File: src/rtl/mem_access_if.sv
// Bundle between the memory-access stage, the pipeline above it and the data RAM.
// master = processor/RAM environment, slave = mem_access_unit.
interface mem_access_if #(
    parameter int ADDR_W = 10
);
    logic [1:0]        MemWrite;
    logic              MemRead;
    logic [31:0]       Addr;
    logic [31:0]       WriteData;
    logic [31:0]       ReadData;
    logic              Stall;
    logic [ADDR_W-1:0] ram_addr;
    logic              ram_we;
    logic [31:0]       ram_wdata;
    logic [31:0]       ram_rdata;

    modport master (
        output MemWrite, MemRead, Addr, WriteData, ram_rdata,
        input  ReadData, Stall, ram_addr, ram_we, ram_wdata
    );

    modport slave (
        input  MemWrite, MemRead, Addr, WriteData, ram_rdata,
        output ReadData, Stall, ram_addr, ram_we, ram_wdata
    );
endinterface

File: src/rtl/mem_access_unit.sv
// Data-memory access stage: word/byte loads and stores against a single-port
// synchronous RAM without byte enables; byte stores are read-modify-write.
module mem_access_unit #(
    parameter int ADDR_W = 10,
    parameter int RD_LAT = 1
) (
    input  logic        clk,
    input  logic        reset,
    mem_access_if.slave bus
);
    typedef enum logic [1:0] {
        S_IDLE  = 2'd0,
        S_WAIT  = 2'd1,
        S_DONE  = 2'd2,
        S_WRITE = 2'd3
    } state_t;

    localparam logic [1:0] CNT_INIT = 2'(RD_LAT - 1);

    function automatic logic [7:0] lane_get(input logic [31:0] word, input logic [1:0] lane);
        logic [7:0] b;
        case (lane)
            2'd0:    b = word[7:0];
            2'd1:    b = word[15:8];
            2'd2:    b = word[23:16];
            2'd3:    b = word[31:24];
            default: b = word[7:0];
        endcase
        return b;
    endfunction

    function automatic logic [31:0] lane_put(input logic [31:0] word, input logic [1:0] lane,
                                             input logic [7:0] b);
        logic [31:0] w;
        w = word;
        case (lane)
            2'd0:    w[7:0]   = b;
            2'd1:    w[15:8]  = b;
            2'd2:    w[23:16] = b;
            2'd3:    w[31:24] = b;
            default: w[7:0]   = b;
        endcase
        return w;
    endfunction

    state_t      state_r;
    state_t      state_nxt_s;
    logic [1:0]  cnt_r;
    logic        op_store_r;
    logic        op_byte_r;
    logic [31:0] read_data_r;
    logic [31:0] merge_r;
    logic        store_req_s;
    logic        load_req_s;
    logic        word_store_s;
    logic        multi_req_s;
    logic        stall_s;
    logic        ram_we_s;
    logic [31:0] ram_wdata_s;
    logic        unused_addr_s;

    // Store has priority over load; MemWrite=2'b10 alone is not a request.
    assign store_req_s   = bus.MemWrite[0];
    assign load_req_s    = ~bus.MemWrite[0] & bus.MemRead;
    assign word_store_s  = store_req_s & ~bus.MemWrite[1];
    assign multi_req_s   = load_req_s | (store_req_s & bus.MemWrite[1]);
    assign unused_addr_s = ^bus.Addr[31:ADDR_W+2];

    assign bus.ram_addr  = bus.Addr[ADDR_W+1:2];
    assign bus.ReadData  = read_data_r;
    assign bus.Stall     = stall_s;
    assign bus.ram_we    = ram_we_s;
    assign bus.ram_wdata = ram_wdata_s;

    // State register.
    always_ff @(posedge clk) begin
        if (reset) begin
            state_r <= S_IDLE;
        end else begin
            state_r <= state_nxt_s;
        end
    end

    // Next-state decode.
    always_comb begin
        state_nxt_s = state_r;
        case (state_r)
            S_IDLE: begin
                if (multi_req_s) begin
                    state_nxt_s = S_WAIT;
                end else begin
                    state_nxt_s = S_IDLE;
                end
            end
            S_WAIT: begin
                if (cnt_r != 2'd0) begin
                    state_nxt_s = S_WAIT;
                end else if (op_store_r) begin
                    state_nxt_s = S_WRITE;
                end else begin
                    state_nxt_s = S_DONE;
                end
            end
            S_DONE:  state_nxt_s = S_IDLE;
            S_WRITE: state_nxt_s = S_IDLE;
            default: state_nxt_s = S_IDLE;
        endcase
    end

    // Latency counter, operation latch, load result and byte-merge register.
    always_ff @(posedge clk) begin
        if (reset) begin
            cnt_r       <= 2'd0;
            op_store_r  <= 1'b0;
            op_byte_r   <= 1'b0;
            read_data_r <= 32'h0;
            merge_r     <= 32'h0;
        end else begin
            case (state_r)
                S_IDLE: begin
                    if (multi_req_s) begin
                        cnt_r      <= CNT_INIT;
                        op_store_r <= store_req_s;
                        op_byte_r  <= bus.MemWrite[1];
                    end
                end
                S_WAIT: begin
                    if (cnt_r != 2'd0) begin
                        cnt_r <= cnt_r - 2'd1;
                    end else if (op_store_r) begin
                        merge_r <= lane_put(bus.ram_rdata, bus.Addr[1:0], bus.WriteData[7:0]);
                    end else if (op_byte_r) begin
                        read_data_r <= {24'h0, lane_get(bus.ram_rdata, bus.Addr[1:0])};
                    end else begin
                        read_data_r <= bus.ram_rdata;
                    end
                end
                default: begin
                end
            endcase
        end
    end

    // Outputs; held at reset values while reset is asserted so nothing reaches the RAM.
    always_comb begin
        stall_s     = 1'b0;
        ram_we_s    = 1'b0;
        ram_wdata_s = 32'h0;
        if (reset) begin
            stall_s = 1'b0;
        end else begin
            case (state_r)
                S_IDLE: begin
                    if (word_store_s) begin
                        ram_we_s    = 1'b1;
                        ram_wdata_s = bus.WriteData;
                    end else if (multi_req_s) begin
                        stall_s = 1'b1;
                    end else begin
                        stall_s = 1'b0;
                    end
                end
                S_WAIT:  stall_s = 1'b1;
                S_WRITE: begin
                    ram_we_s    = 1'b1;
                    ram_wdata_s = merge_r;
                end
                default: stall_s = 1'b0;
            endcase
        end
    end
endmodule

File: src/flat_wrapper.sv
// flat-port wrapper written by rule: the top's interface ports become plain ports
module mem_access_unit_flat 
#(
    parameter int ADDR_W = 10,
    parameter int RD_LAT = 1
)
  (clk, reset, bus_MemWrite, bus_MemRead, bus_Addr, bus_WriteData, bus_ram_rdata, bus_ReadData, bus_Stall, bus_ram_addr, bus_ram_we, bus_ram_wdata);
  mem_access_if #(.ADDR_W(ADDR_W)) bus_i ();
  input  logic clk;
  input  logic reset;
  input wire logic [$bits(bus_i.MemWrite)-1:0] bus_MemWrite;
  input wire logic [$bits(bus_i.MemRead)-1:0] bus_MemRead;
  input wire logic [$bits(bus_i.Addr)-1:0] bus_Addr;
  input wire logic [$bits(bus_i.WriteData)-1:0] bus_WriteData;
  input wire logic [$bits(bus_i.ram_rdata)-1:0] bus_ram_rdata;
  output wire logic [$bits(bus_i.ReadData)-1:0] bus_ReadData;
  output wire logic [$bits(bus_i.Stall)-1:0] bus_Stall;
  output wire logic [$bits(bus_i.ram_addr)-1:0] bus_ram_addr;
  output wire logic [$bits(bus_i.ram_we)-1:0] bus_ram_we;
  output wire logic [$bits(bus_i.ram_wdata)-1:0] bus_ram_wdata;
  assign bus_i.MemWrite = bus_MemWrite;
  assign bus_i.MemRead = bus_MemRead;
  assign bus_i.Addr = bus_Addr;
  assign bus_i.WriteData = bus_WriteData;
  assign bus_i.ram_rdata = bus_ram_rdata;
  assign bus_ReadData = bus_i.ReadData;
  assign bus_Stall = bus_i.Stall;
  assign bus_ram_addr = bus_i.ram_addr;
  assign bus_ram_we = bus_i.ram_we;
  assign bus_ram_wdata = bus_i.ram_wdata;
  mem_access_unit #(.ADDR_W(ADDR_W), .RD_LAT(RD_LAT)) u_core (.clk(clk), .reset(reset), .bus(bus_i));
endmodule
File: config.mk
export PLATFORM = sky130hd
export DESIGN_NAME = mem_access_unit_flat
export DESIGN_NICKNAME = d
export VERILOG_FILES = /design/src/rtl/mem_access_if.sv /design/src/rtl/mem_access_unit.sv /design/src/flat_wrapper.sv
export SDC_FILE = /design/constraint.sdc
export NUM_CORES = 1
export LEC_CHECK = 0
export BUFFER_PORTS_ARGS = -buffer_cell sky130_fd_sc_hd__buf_4
export CORE_MARGIN = 2
export CORE_UTILIZATION = 25
export DETAILED_ROUTE_END_ITERATION = 7
export GPL_ROUTABILITY_DRIVEN = 0
export GPL_TIMING_DRIVEN = 0
export PLACE_DENSITY = 0.6
export SLEW_MARGIN = 20
export SYNTH_ARGS = -nofsm -noshare
export SYNTH_HDL_FRONTEND = slang
export SYNTH_SLANG_ARGS = --single-unit
export TNS_END_PERCENT = 20
File: constraint.sdc
create_clock -name clk -period 2.5 [get_ports clk]
set_input_delay 0.5 -clock clk [delete_from_list [all_inputs] [get_ports clk]]
set_output_delay 0.5 -clock clk [all_outputs]
set_load 0.1 [all_outputs]
Word level (Yosys, flattened, before mapping)
Index checks and enable logic that the tools add are counted.
Widths: inputs -> output; s select.
{ "totals": {"out_inout_bits": 76, "register_bits": 70, "word_cells": 55, "input_bits": 101} }
{ "op_classes": {"muxes": 23, "n_reduce_logical": 9, "add_sub_neg": 1, "n_eq_ne": 8, "bitwise": 8} }
{ "ops": {"columns": ["cell", "count"], "rows": [
  ["$mux 32", 3],
  ["$pmux 32 s2", 1],
  ["$mux 8", 4],
  ["$pmux 8 s4", 1],
  ["$reduce_and 3->1", 3],
  ["$eq 2x2->1 const B", 4],
  ["$mux 1", 7],
  ["$mux 2", 3],
  ["$pmux 2 s3", 1],
  ["$eq 2x1->1 const B", 2],
  ["$logic_not 2->1", 2],
  ["$ne 2x1->1 const B", 2],
  ["$not 1->1", 4],
  ["$pmux 1 s2", 2],
  ["$pmux 2 s2", 1],
  ["$reduce_bool 2->1", 2],
  ["$and 1x1->1", 3],
  ["$reduce_and 2->1", 1],
  ["$reduce_or 2->1", 1],
  ["$sub 2x1->2 const B", 1],
  ["$or 1x1->1", 1]
]} }

Depth between registers and ports, before layout
{ "logic_depth": {"depth_word": 7, "ltp_mapped": 8, "ltp_nobuf": 5} }

Worst setup path before layout
OpenSTA, ideal clock, no wires.
{ "synth_timing": {"kind": "reg2out", "start": "register u_core.state_r[0]", "end": "output bus_ram_wdata[10]", "stages_incl_launch_ff": 7, "t_arrival_ns": 2.549, "setup_slack_ns": -0.549, "path_buffers": 2, "t_required_ns": 2.000, "cell_sequence": "dfxtp_1 inv_1 ha_1 or2_2 clkbuf_1 clkbuf_1 nor2_1"} }
{ "synth_between": {"elab_chain_cells": 3, "word_cells_on_any_way": 4, "classes_between": "1 x eq/ne; 2 x mux; 1 x reduce/logical"} }
{ "synth_lines": {"columns": ["element", "line", "text"], "rows": [
  ["start: declaration", "mem_access_unit.sv:46", "state_t state_r;"],
  ["start signal: assignment", "mem_access_unit.sv:80", "state_r <= state_nxt_s;"],
  ["$eq 2x2->1 / $logic_not 2->1 (equally long branches)", "mem_access_unit.sv:152", "case (state_r)"],
  ["$pmux 32 s2 (*)", "mem_access_unit.sv:152", null],
  ["$mux 32 (*)", "mem_access_unit.sv:149", "if (reset) begin"],
  ["end: declaration", "flat_wrapper.sv:20", "output wire logic [$bits(bus_i.ram_wdata)-1:0] bus_ram_wdata;"]
]} }
Every way passes the cells marked *; elsewhere a longest branch is shown, timed or not.

Worst setup path in the final report
{ "layout_timing": {"start": "register u_core.state_r[1]", "end": "output bus_ram_wdata[15]"} }
Same word-level chain as after synthesis.

==> flow_summary.yaml <==
status:
  outcome: "complete, no violations"
logic_synthesis:
  ys.warnings.count: 0
  synth_area_leaders: "dfxtp_1 36%, nor2_1 6.8%, a22oi_1 6.2%, nand2_1 5.2%, a311oi_2 4.7%"
  syn_area_mm2: 0.003849
  synthXorXnorAreaFrac: 0
  ys_seq_elements: 70
  synth_top_family_by_area: "compound AO/OA/AOI/OAI gates"
  synthAdderAreaFrac: 0.01625
  synth-seq-area-share: 0.3641
  syn_area_per_cell_um2: 8.259
  yosys.area_share.simple: 0.2048
  synthMuxAreaShare: 0.07152
  synth_nets: 572
  yosys.area.top_type_share: 0.3641
  ys_types: 39
  synth_largest_area_cell: "dfxtp_1"
  synth_compound_area_frac: 0.2503
  synthCells: 466
clocking:
  htreeDepth: 3
  cts_buffers: 9
  clk_pin_slew_ns: 0.05
  hold_buffers: 0
  cts_root_buf: "clkbuf_16"
  tritoncts: "built"
  postCtsSetupBuffers: 0
  cts_buffer_depth: 2
  clock-sinks: 70
  clock_latency_ns: 0.34
final_layout:
  nNetsFinal: 726
  num_antenna_cells: 0
  drive_above_1_share: 0.4205
  fillers: 1530
  register_area_mm2: 0.001401
  multiInputGateArea_mm2: 0.002213
  area_growth_pct: 49.28
worst_setup_path:
  crit_chain: "inv_1 -> ha_2 -> and3b_2 -> buf_4 -> a22oi_2 -> nor2_4 -> buf_4"
  critPathMostFrequentCell: "buf_4"
  crit_buf_inv: 3
  cpPeakStageDelay_ns: 0.31
  start_kind: "register"
  critPathArrivalTime_ns: 1.94
  worstPathRequired_ns: 2.00
  crit_type: "register to primary output"
  cpMaxStageDelayCell: "dfxtp_1"
  crit_fanout: 10
  crit_start: "u_core.state_r[1]$_SDFF_PP0_"
  timing.rr.start: "u_core.state_r[1]$_SDFF_PP0_"
  cp-end-kind: "primary output"
  path_delay_family: "buffers and inverters"
grt:
  gr-total-overflow: 0
  grt_pass1_wl_um: 22610
  antenna_found_initial: 0
  grt_max_degree: 11
  grt_pass1_vias: 3991
  grt_use_total: 0.1814
placed_design:
  port_buffers: 146
  hpwlAfterDp_um: 12050
floorplanning:
  ioPinCount: 177
  die_x_um: 128.1
  initial_core_util: 0.2541
  die-height_um: 128.1
  fp.dieArea_mm2: 0.01640
  core-area_mm2: 0.01515
  row_count: 45
power:
  internal-power_mw: 2.151
  p_leak_nw: 2.316
  clockPowerShare: 0.343
  p_sw_frac: 0.3616
  power.density_mw_per_mm2: 586.4
  power_frac_comb: 0.303
  p_seq_frac: 0.354
  peakVddDrop_v: 0.0003163
  total_power_mw: 3.369
  p_sw_mw: 1.218
route:
  drt_iter0_markers: 437
  viasPerCell: 5.201
  vias: 4218
  drtAntennaViolNets: 0
  drc_errors: 0
  avgRoutedWirePerCell_um: 18.85
  firstDrtPassIters: 5
  routed_wl_um: 15290
timing:
  hold_slack_ns: 0.4494
  rsz0062_at_grt: "true"
  post-route-period-util: 0.9749
  fin_crit_ns: 2.437
  max_freq_mhz: 410.3
  worst_slew_margin_rel: 0.5375
  setup_viol: 0
  slew_viol_final: 0
  finClkSkew_ns: 0.005326
  hold_violations: 0
  tightest_slew_ns: 0.6938
flow_run:
  cap_viol_max_count: 0
hold_path:
  min_from: "u_core.bus.ReadData[15]$_SDFFE_PP0P_"
  hold_path_class: "register to register"
final timing paths:
| check | slack (ns) | end | cells after the start |
|---|---|---|---|
| max | 0.06 | bus_ram_wdata[15] | 7 |
| min reg2reg | 0.45 | u_core.bus.ReadData[15]$_SDFFE_PP0P_ | 2 |
| max reg2reg | 0.70 | u_core.bus.ReadData[2]$_SDFFE_PP0P_ | 7 |
| min | 0.45 | u_core.bus.ReadData[15]$_SDFFE_PP0P_ | 2 |
what timing repair did:
action                                  CTS  global route
gates resized for setup                  52            13
pin swaps                                 0             1
endpoints found under the setup margin   32            27
per-layer routing:
metal | vias to the layer above | wire [um] | global-route usage
met5 | - | 0 | 0
li1 | 1976 | - | -
met4 | 0 | 485 | 0.08274
met3 | 32 | 1177 | 0.03965
met1 | 1991 | 6559 | 0.2360
met2 | 219 | 7064 | 0.2878
power groups by stage:
stage / clock (mW) / sequential, mW / combinational (mW)
after global placement: 0 / 1.22 / 0.977
after CTS: 1.16 / 1.19 / 1.01
final: 1.15 / 1.19 / 1.02
after global routing: 1.21 / 1.20 / 1.07
after floorplan: 0 / 1.42 / 0.478
after detailed placement: 0 / 1.22 / 0.987
state kept, by name, indices dropped and copies added (netlist names):
name / flops
u_core.op_byte_r: 1
u_core.op_store_r: 1
u_core.bus.ReadData: 32
u_core.merge_r: 32
u_core.cnt_r: 2
u_core.state_r: 2
cell families after synthesis:
logic type,count (synthesis)
and+or+nand+nor,178
AOI/OAI and AO/OA,124
DFF,70
buffers and inverters,63
muxes,26
adders and majority gates,5
worst reg2reg max path, delay by kind of cell, from the launching register on:
kind | cells | cell delay, ns
AOI/OAI and AO/OA | 1 | 0.12
DFF | 1 | 0.33
adders and majority gates | 1 | 0.18
buffers and inverters | 3 | 0.67
and+or+nand+nor | 2 | 0.42
cell type report:
cell class,instances,area share
Buffer,52,0.06381
Sequential cell,70,0.2439
Clock inverter,2,0.001742
Clock buffer,12,0.04290
Inverter,8,0.005226
Tap cell,188,0.04094
Timing Repair Buffer,146,0.2162
Multi-Input combinational cell,333,0.3852
synthesized netlist by cell type:
| master | n |
|---|---|
| a211oi_1 | 11 |
| a211oi_2 | 5 |
| a21oi_1 | 28 |
| a22oi_1 | 32 |
| a311oi_1 | 4 |
| a311oi_2 | 12 |
| a31oi_1 | 1 |
| and3_1 | 1 |
| and3b_1 | 3 |
| and4bb_2 | 1 |
| buf_1 | 4 |
| buf_2 | 10 |
| buf_4 | 17 |
| buf_6 | 6 |
| clkbuf_1 | 18 |
| dfxtp_1 | 70 |
| ha_1 | 5 |
| inv_1 | 8 |
| mux2_2 | 8 |
| mux2_4 | 1 |
| mux2i_1 | 17 |
| nand2_1 | 53 |
| nand2b_1 | 2 |
| nand3_1 | 34 |
| nand3b_1 | 10 |
| nor2_1 | 70 |
| nor2b_1 | 1 |
| nor3_1 | 1 |
| o211ai_1 | 3 |
| o21ai_0 | 7 |
| o21ai_1 | 2 |
| o221a_2 | 1 |
| o221ai_1 | 7 |
| o22ai_1 | 7 |
| o31ai_1 | 2 |
| o32ai_1 | 1 |
| o41ai_1 | 1 |
| or2_1 | 1 |
| or2_2 | 1 |
through the flow:
| stage | cells | cell area [um2] | utilization | setup WS [ns] | setup TNS [ns] |
|---|---|---|---|---|---|
| after detailed placement | 800 | 5280 | 0.3486 | -0.2274 | -2.081 |
| after CTS | 812 | 5705 | 0.3767 | 0.00002709 | 0 |
| after global placement | 800 | 5280 | 0.3486 | -0.1818 | -1.679 |
| after floorplan | 466 | 3949 | - | -0.3415 | -6.909 |
| after global routing | 811 | 5746 | 0.3793 | -0.03064 | -0.1359 |
| final | 811 | 5746 | 0.3793 | 0.06270 | 0 |
cell usage in the layout, fill, tap and decap left out, drive strengths merged:
cell	instances
inv	8
o211ai	3
a211oi	16
nand3b	10
clkinv	2
ha	5
o221a	1
mux2	9
and4bb	1
nand3	34
o221ai	7
buf	184
o41ai	1
a21oi	28
and3	1
nor2	70
o32ai	1
nand2	53
o21ai	9
and3b	3
a22oi	32
dfxtp	70
nor3	1
o31ai	2
or2	2
mux2i	17
a31oi	1
o22ai	7
nor2b	1
nand2b	2
clkbuf	26
a311oi	16
No activity file was read; power rests on OpenSTA's default activity.
